## src/rtl/ahb_pkg.sv

```systemverilog
// ahb_pkg: shared AHB-Lite transfer/size codes and command-master FSM states
package ahb_pkg;
  typedef enum logic [1:0] {
    HTRANS_IDLE   = 2'b00,
    HTRANS_BUSY   = 2'b01,
    HTRANS_NONSEQ = 2'b10,
    HTRANS_SEQ    = 2'b11
  } htrans_t;
  typedef enum logic [2:0] {
    HSIZE_BYTE = 3'd0,
    HSIZE_HALF = 3'd1,
    HSIZE_WORD = 3'd2
  } hsize_t;
  typedef enum logic [1:0] {S_IDLE, S_ADDR, S_DATA} state_t;
endpackage

```

## src/rtl/ahb_wait_timer.sv

```systemverilog
// ahb_wait_timer: counts consecutive HREADY-low data-phase cycles and flags expiry
// Ports: HCLK, HRESETn (async active-low), en (in data phase), hready, expired (limit reached this cycle)
module ahb_wait_timer #(
  parameter int unsigned LIMIT = 255
) (
  input  logic HCLK,
  input  logic HRESETn,
  input  logic en,
  input  logic hready,
  output logic expired
);
  localparam int W = $clog2(LIMIT + 1);
  logic [W-1:0] cnt;
  always_ff @(posedge HCLK or negedge HRESETn)
    if (!HRESETn) cnt <= '0;
    else cnt <= (en && !hready) ? cnt + 1'b1 : '0;
  assign expired = en && !hready && cnt == W'(LIMIT - 1);
endmodule

```

## src/rtl/ahb_cmd_master.sv

```systemverilog
// ahb_cmd_master: single-transfer AHB-Lite manager driven by a valid/ready command port
// Ports: HCLK, HRESETn (async active-low); cmd_valid/cmd_ready/cmd_write/cmd_size/cmd_addr/cmd_wdata in;
//        rsp_valid/rsp_rdata/rsp_err/rsp_timeout out; HADDR/HWRITE/HSIZE/HTRANS/HWDATA out; HREADY/HRDATA/HRESP in.
// Option: define AHB_MST_TIMEOUT_EN to abort a data phase after TIMEOUT_CYCLES consecutive wait states.
module ahb_cmd_master
  import ahb_pkg::*;
#(
  parameter int unsigned TIMEOUT_CYCLES = 255
) (
  input  logic        HCLK,
  input  logic        HRESETn,
  input  logic        cmd_valid,
  output logic        cmd_ready,
  input  logic        cmd_write,
  input  logic [2:0]  cmd_size,
  input  logic [31:0] cmd_addr,
  input  logic [31:0] cmd_wdata,
  output logic        rsp_valid,
  output logic [31:0] rsp_rdata,
  output logic        rsp_err,
  output logic        rsp_timeout,
  output logic [31:0] HADDR,
  output logic        HWRITE,
  output logic [2:0]  HSIZE,
  output logic [1:0]  HTRANS,
  output logic [31:0] HWDATA,
  input  logic        HREADY,
  input  logic [31:0] HRDATA,
  input  logic        HRESP
);
  state_t state, state_n;
  logic accept, legal, done, expired;
  assign accept = cmd_valid && cmd_ready;
  assign legal = cmd_size == HSIZE_BYTE
              || (cmd_size == HSIZE_HALF && !cmd_addr[0])
              || (cmd_size == HSIZE_WORD && cmd_addr[1:0] == 2'b00);
  assign done = state == S_DATA && HREADY;
`ifdef AHB_MST_TIMEOUT_EN
  ahb_wait_timer #(.LIMIT(TIMEOUT_CYCLES)) u_timer (
    .HCLK    (HCLK),
    .HRESETn (HRESETn),
    .en      (state == S_DATA),
    .hready  (HREADY),
    .expired (expired)
  );
  always_ff @(posedge HCLK or negedge HRESETn)
    if (!HRESETn) rsp_timeout <= 1'b0;
    else rsp_timeout <= expired;
`else
  assign expired = 1'b0;
  assign rsp_timeout = 1'b0;
`endif
  always_comb begin
    state_n = state;
    cmd_ready = state == S_IDLE;
    HTRANS = state == S_ADDR ? HTRANS_NONSEQ : HTRANS_IDLE;
    if (accept && legal) state_n = S_ADDR;
    else if (state == S_ADDR && HREADY) state_n = S_DATA;
    else if (done || expired) state_n = S_IDLE;
  end
  always_ff @(posedge HCLK or negedge HRESETn)
    if (!HRESETn) begin
      state <= S_IDLE;
      HADDR <= '0;
      HWRITE <= 1'b0;
      HSIZE <= '0;
      HWDATA <= '0;
      rsp_valid <= 1'b0;
      rsp_err <= 1'b0;
      rsp_rdata <= '0;
    end else begin
      state <= state_n;
      if (accept) begin
        HADDR <= cmd_addr;
        HWRITE <= cmd_write;
        HSIZE <= cmd_size;
        HWDATA <= cmd_wdata;
      end
      rsp_valid <= (accept && !legal) || done || expired;
      rsp_err <= (accept && !legal) || (done && HRESP) || expired;
      if (done && !HWRITE) rsp_rdata <= HRDATA;
    end
endmodule
```

## config.mk

```make
export PLATFORM = sky130hd
export DESIGN_NAME = ahb_cmd_master
export DESIGN_NICKNAME = d
export VERILOG_FILES = /design/src/rtl/ahb_pkg.sv /design/src/rtl/ahb_wait_timer.sv /design/src/rtl/ahb_cmd_master.sv
export SDC_FILE = /design/constraint.sdc
export NUM_CORES = 1
export LEC_CHECK = 0
export CAP_MARGIN = 30
export CORE_MARGIN = 2
export CORE_UTILIZATION = 42
export CTS_CLUSTER_SIZE = 25
export DETAILED_ROUTE_END_ITERATION = 6
export MAX_ROUTING_LAYER = met4
export PLACE_DENSITY = 0.95
export SLEW_MARGIN = 5
export SYNTH_ARGS = -nofsm -noshare
export SYNTH_HDL_FRONTEND = slang
export SYNTH_SLANG_ARGS = --single-unit
```

## constraint.sdc

```tcl
create_clock -name HCLK -period 3.46 [get_ports HCLK]
set_input_delay 0.692 -clock HCLK [delete_from_list [all_inputs] [get_ports HCLK]]
set_output_delay 0.692 -clock HCLK [all_outputs]
set_load 0.05 [all_outputs]
```

==> impl_metrics.toml <==
[run_status]
status = "completed"

[synth]
yosys_warnings = 0
synth_seq_area_share_pct = 65.5
syn_area_um2 = 3970
synth_cells = 232
avgSynthCellArea_um2 = 17.1
synth.distinct_cells = 18
ys_ff_latch = 104

[critical_path]
reg2reg_from = "state[0]$_DFFE_PN0P_"
r2r-end = "rsp_rdata[19]$_DFFE_PN0P_"
crit_start = "state[0]$_DFFE_PN0P_"
worst_ep_arrival_time_ns = 1.80
crit_required_ns = 2.77
startpoint_type = "flop"
cp_max_fo = 5
path_class = "flop to output pin"
crit_end = "HTRANS[1]"
crit_path_end_kind = "output pin"
ff2ff_path_depth = 4
r2r_setup_slack_ns = 1.78

[route]
dr.pass1.iters = 4
wire_per_inst_um = 17.5
vias = 2717
postRouteAntennaNets = 0
drtIter0Drc = 20
highest_layer = "met4"
dr_wl_met3_um = 651
wirelength_um = 9800
vias_per_cell = 4.85
drc_errors = 0
met2_length_um = 5360
wl_met1_um = 3630

[timing]
hold_violations = 0
fin_crit_ns = 2.49
fin_skew_ns = 0.0114
fmax_mhz = 402
relSlewSlack_pct = 55.7
final.setup.tns_ns = 0
setup-violations-final = 0
timing.final.crit_share_pct = 72.0
slew_viol_final = 0
tightest_slew_ns = 0.665
grt_setup_unrepaired = "false"

[cells_and_area]
drive_gt1_share_pct = 25.8
seqCellArea_um2 = 2600
finalCoreUtilization_pct = 68.2
multi_input_area_um2 = 1250
areaGrowthSynthToFinish_pct = 57.9
final_cell_area_um2 = 6270
n_antenna_cell = 0
final_common_cell = "clkdlybuf4s50_1"
fin_nets = 550
final_cell_mix = "207 x clkdlybuf4s50_1, 104 x dfrtp_1, 93 x mux2_2, 9 x clkbuf_8, 8 x mux2_1"
nFillCells = 683

[placed_design]
port_buffers = 208
dp_hpwl_um = 7700
place.gp.congestion = 0.735
dpl_cell_area_um2 = 6110

[flow_run]
cap_violations = 0

[clocking]
clock_latency_ns = 0.34
cts_setup_buffers = 0
htreeDepth = 3
cts_buffers = 9
cts_resized = 0
clock-sinks = 104
clock_path_buffers = 2
cts_tree = "built"
cts-root-buf = "clkbuf_8"
cts-hold-fix-buffers = 0
clk_pin_slew_ns = 0.09

[power]
ir_drop_uv = 444
p_leak_nw = 2.59
powerDensity_nw_per_um2 = 940

[floorplanning]
fp.coreArea_um2 = 9200
ios = 211
die_w_um = 101
initial_utilization_pct = 43.2
fp.dieH_um = 101
fp-row-count = 35
die-area_um2 = 10300

[global_routing]
overflow = 0
antenna_found_initial = 0
grt_first_pass_wirelength_um = 15400
grt_pass1_vias = 3042
track_usage_pct = 20.1
grt_max_degree = 56

[hold_path]
holdCritPathClass = "primary input to async pin"
-- layer usage --
| metal | track usage, % | vias to the layer above |
|---|---|---|
| met5 | - | - |
| met4 | 5.20 | 0 |
| met3 | 5.94 | 16 |
| met2 | 37.4 | 118 |
| met1 | 20.6 | 1344 |
| li1 | - | 1239 |
-- layout make-up --
cell class	count	area share, %
Clock inverter	5	0.538
Tap cell	111	2.21
Sequential cell	104	41.5
Inverter	1	0.0598
Multi-Input combinational cell	116	19.9
Clock buffer	10	2.03
Timing Repair Buffer	213	33.7
-- logic make-up after synthesis --
group	Yosys count	synth area share [%]
buffers and inverters	13	3.12
muxes	101	28.6
AOI/OAI and AO/OA	4	0.693
DFF	104	65.5
and+or+nand+nor	9	1.95
other	1	0.0944
-- power by group --
part | internal [W] | switching (W) | total, W
Combinational | 0.00123 | 0.00210 | 0.00334
Clock | 0.000259 | 0.000387 | 0.000646
Sequential | 0.00167 | 0.000245 | 0.00191
-- flip-flops by register name, summed over array words and instances (netlist names) --
signal     flops
rsp_valid      1
rsp_err        1
state          2
HSIZE          3
HADDR         32
rsp_rdata     32
HWDATA        32
HWRITE         1
-- worst min path at each step --
stage,startpoint,to,slack [ns],depth (start not counted)
4_1_cts,HRESETn,HADDR[20]$_DFFE_PN0P_,0.38,1
6_report,HRESETn,HADDR[20]$_DFFE_PN0P_,0.36,1
2_1_floorplan,HRESETn,HADDR[0]$_DFFE_PN0P_,0.40,0
3_5_place_dp,rsp_rdata[6]$_DFFE_PN0P_,rsp_rdata[6]$_DFFE_PN0P_,0.48,1
5_1_grt,HRESETn,HWDATA[21]$_DFFE_PN0P_,0.41,1
3_3_place_gp,rsp_rdata[6]$_DFFE_PN0P_,rsp_rdata[6]$_DFFE_PN0P_,0.47,1
-- critical path, cell delays in order, from the launching register on --
cell	delay (ns)
dfrtp_1	0.44
inv_1	0.10
nor2_1	0.11
clkdlybuf4s50_1	0.81
-- Yosys cell counts (all sizes together) --
master	count	area (um^2)
inv	1	3.75
o21ai	2	10.0
nor4	1	6.26
nand2b	1	6.26
nand3b	1	7.51
conb	1	3.75
mux2	101	1140
nor3b	2	31.3
dfrtp	104	2600
a211oi	1	7.51
buf	12	120
and2b	1	7.51
a41o	1	10.0
nor2	3	18.8
-- per-stage QoR --
stage	setup WS [ns]	hold WS (ns)	total power, W	std cells
2_1_floorplan	1.62	0.396	0.00408	233
3_3_place_gp	1.13	0.466	0.00520	545
3_5_place_dp	1.04	0.482	0.00530	545
4_1_cts	0.932	0.377	0.00596	560
5_1_grt	0.862	0.409	0.00615	560
6_report	0.970	0.362	0.00590	560
Note: power is estimated with default switching activity, not from simulation.
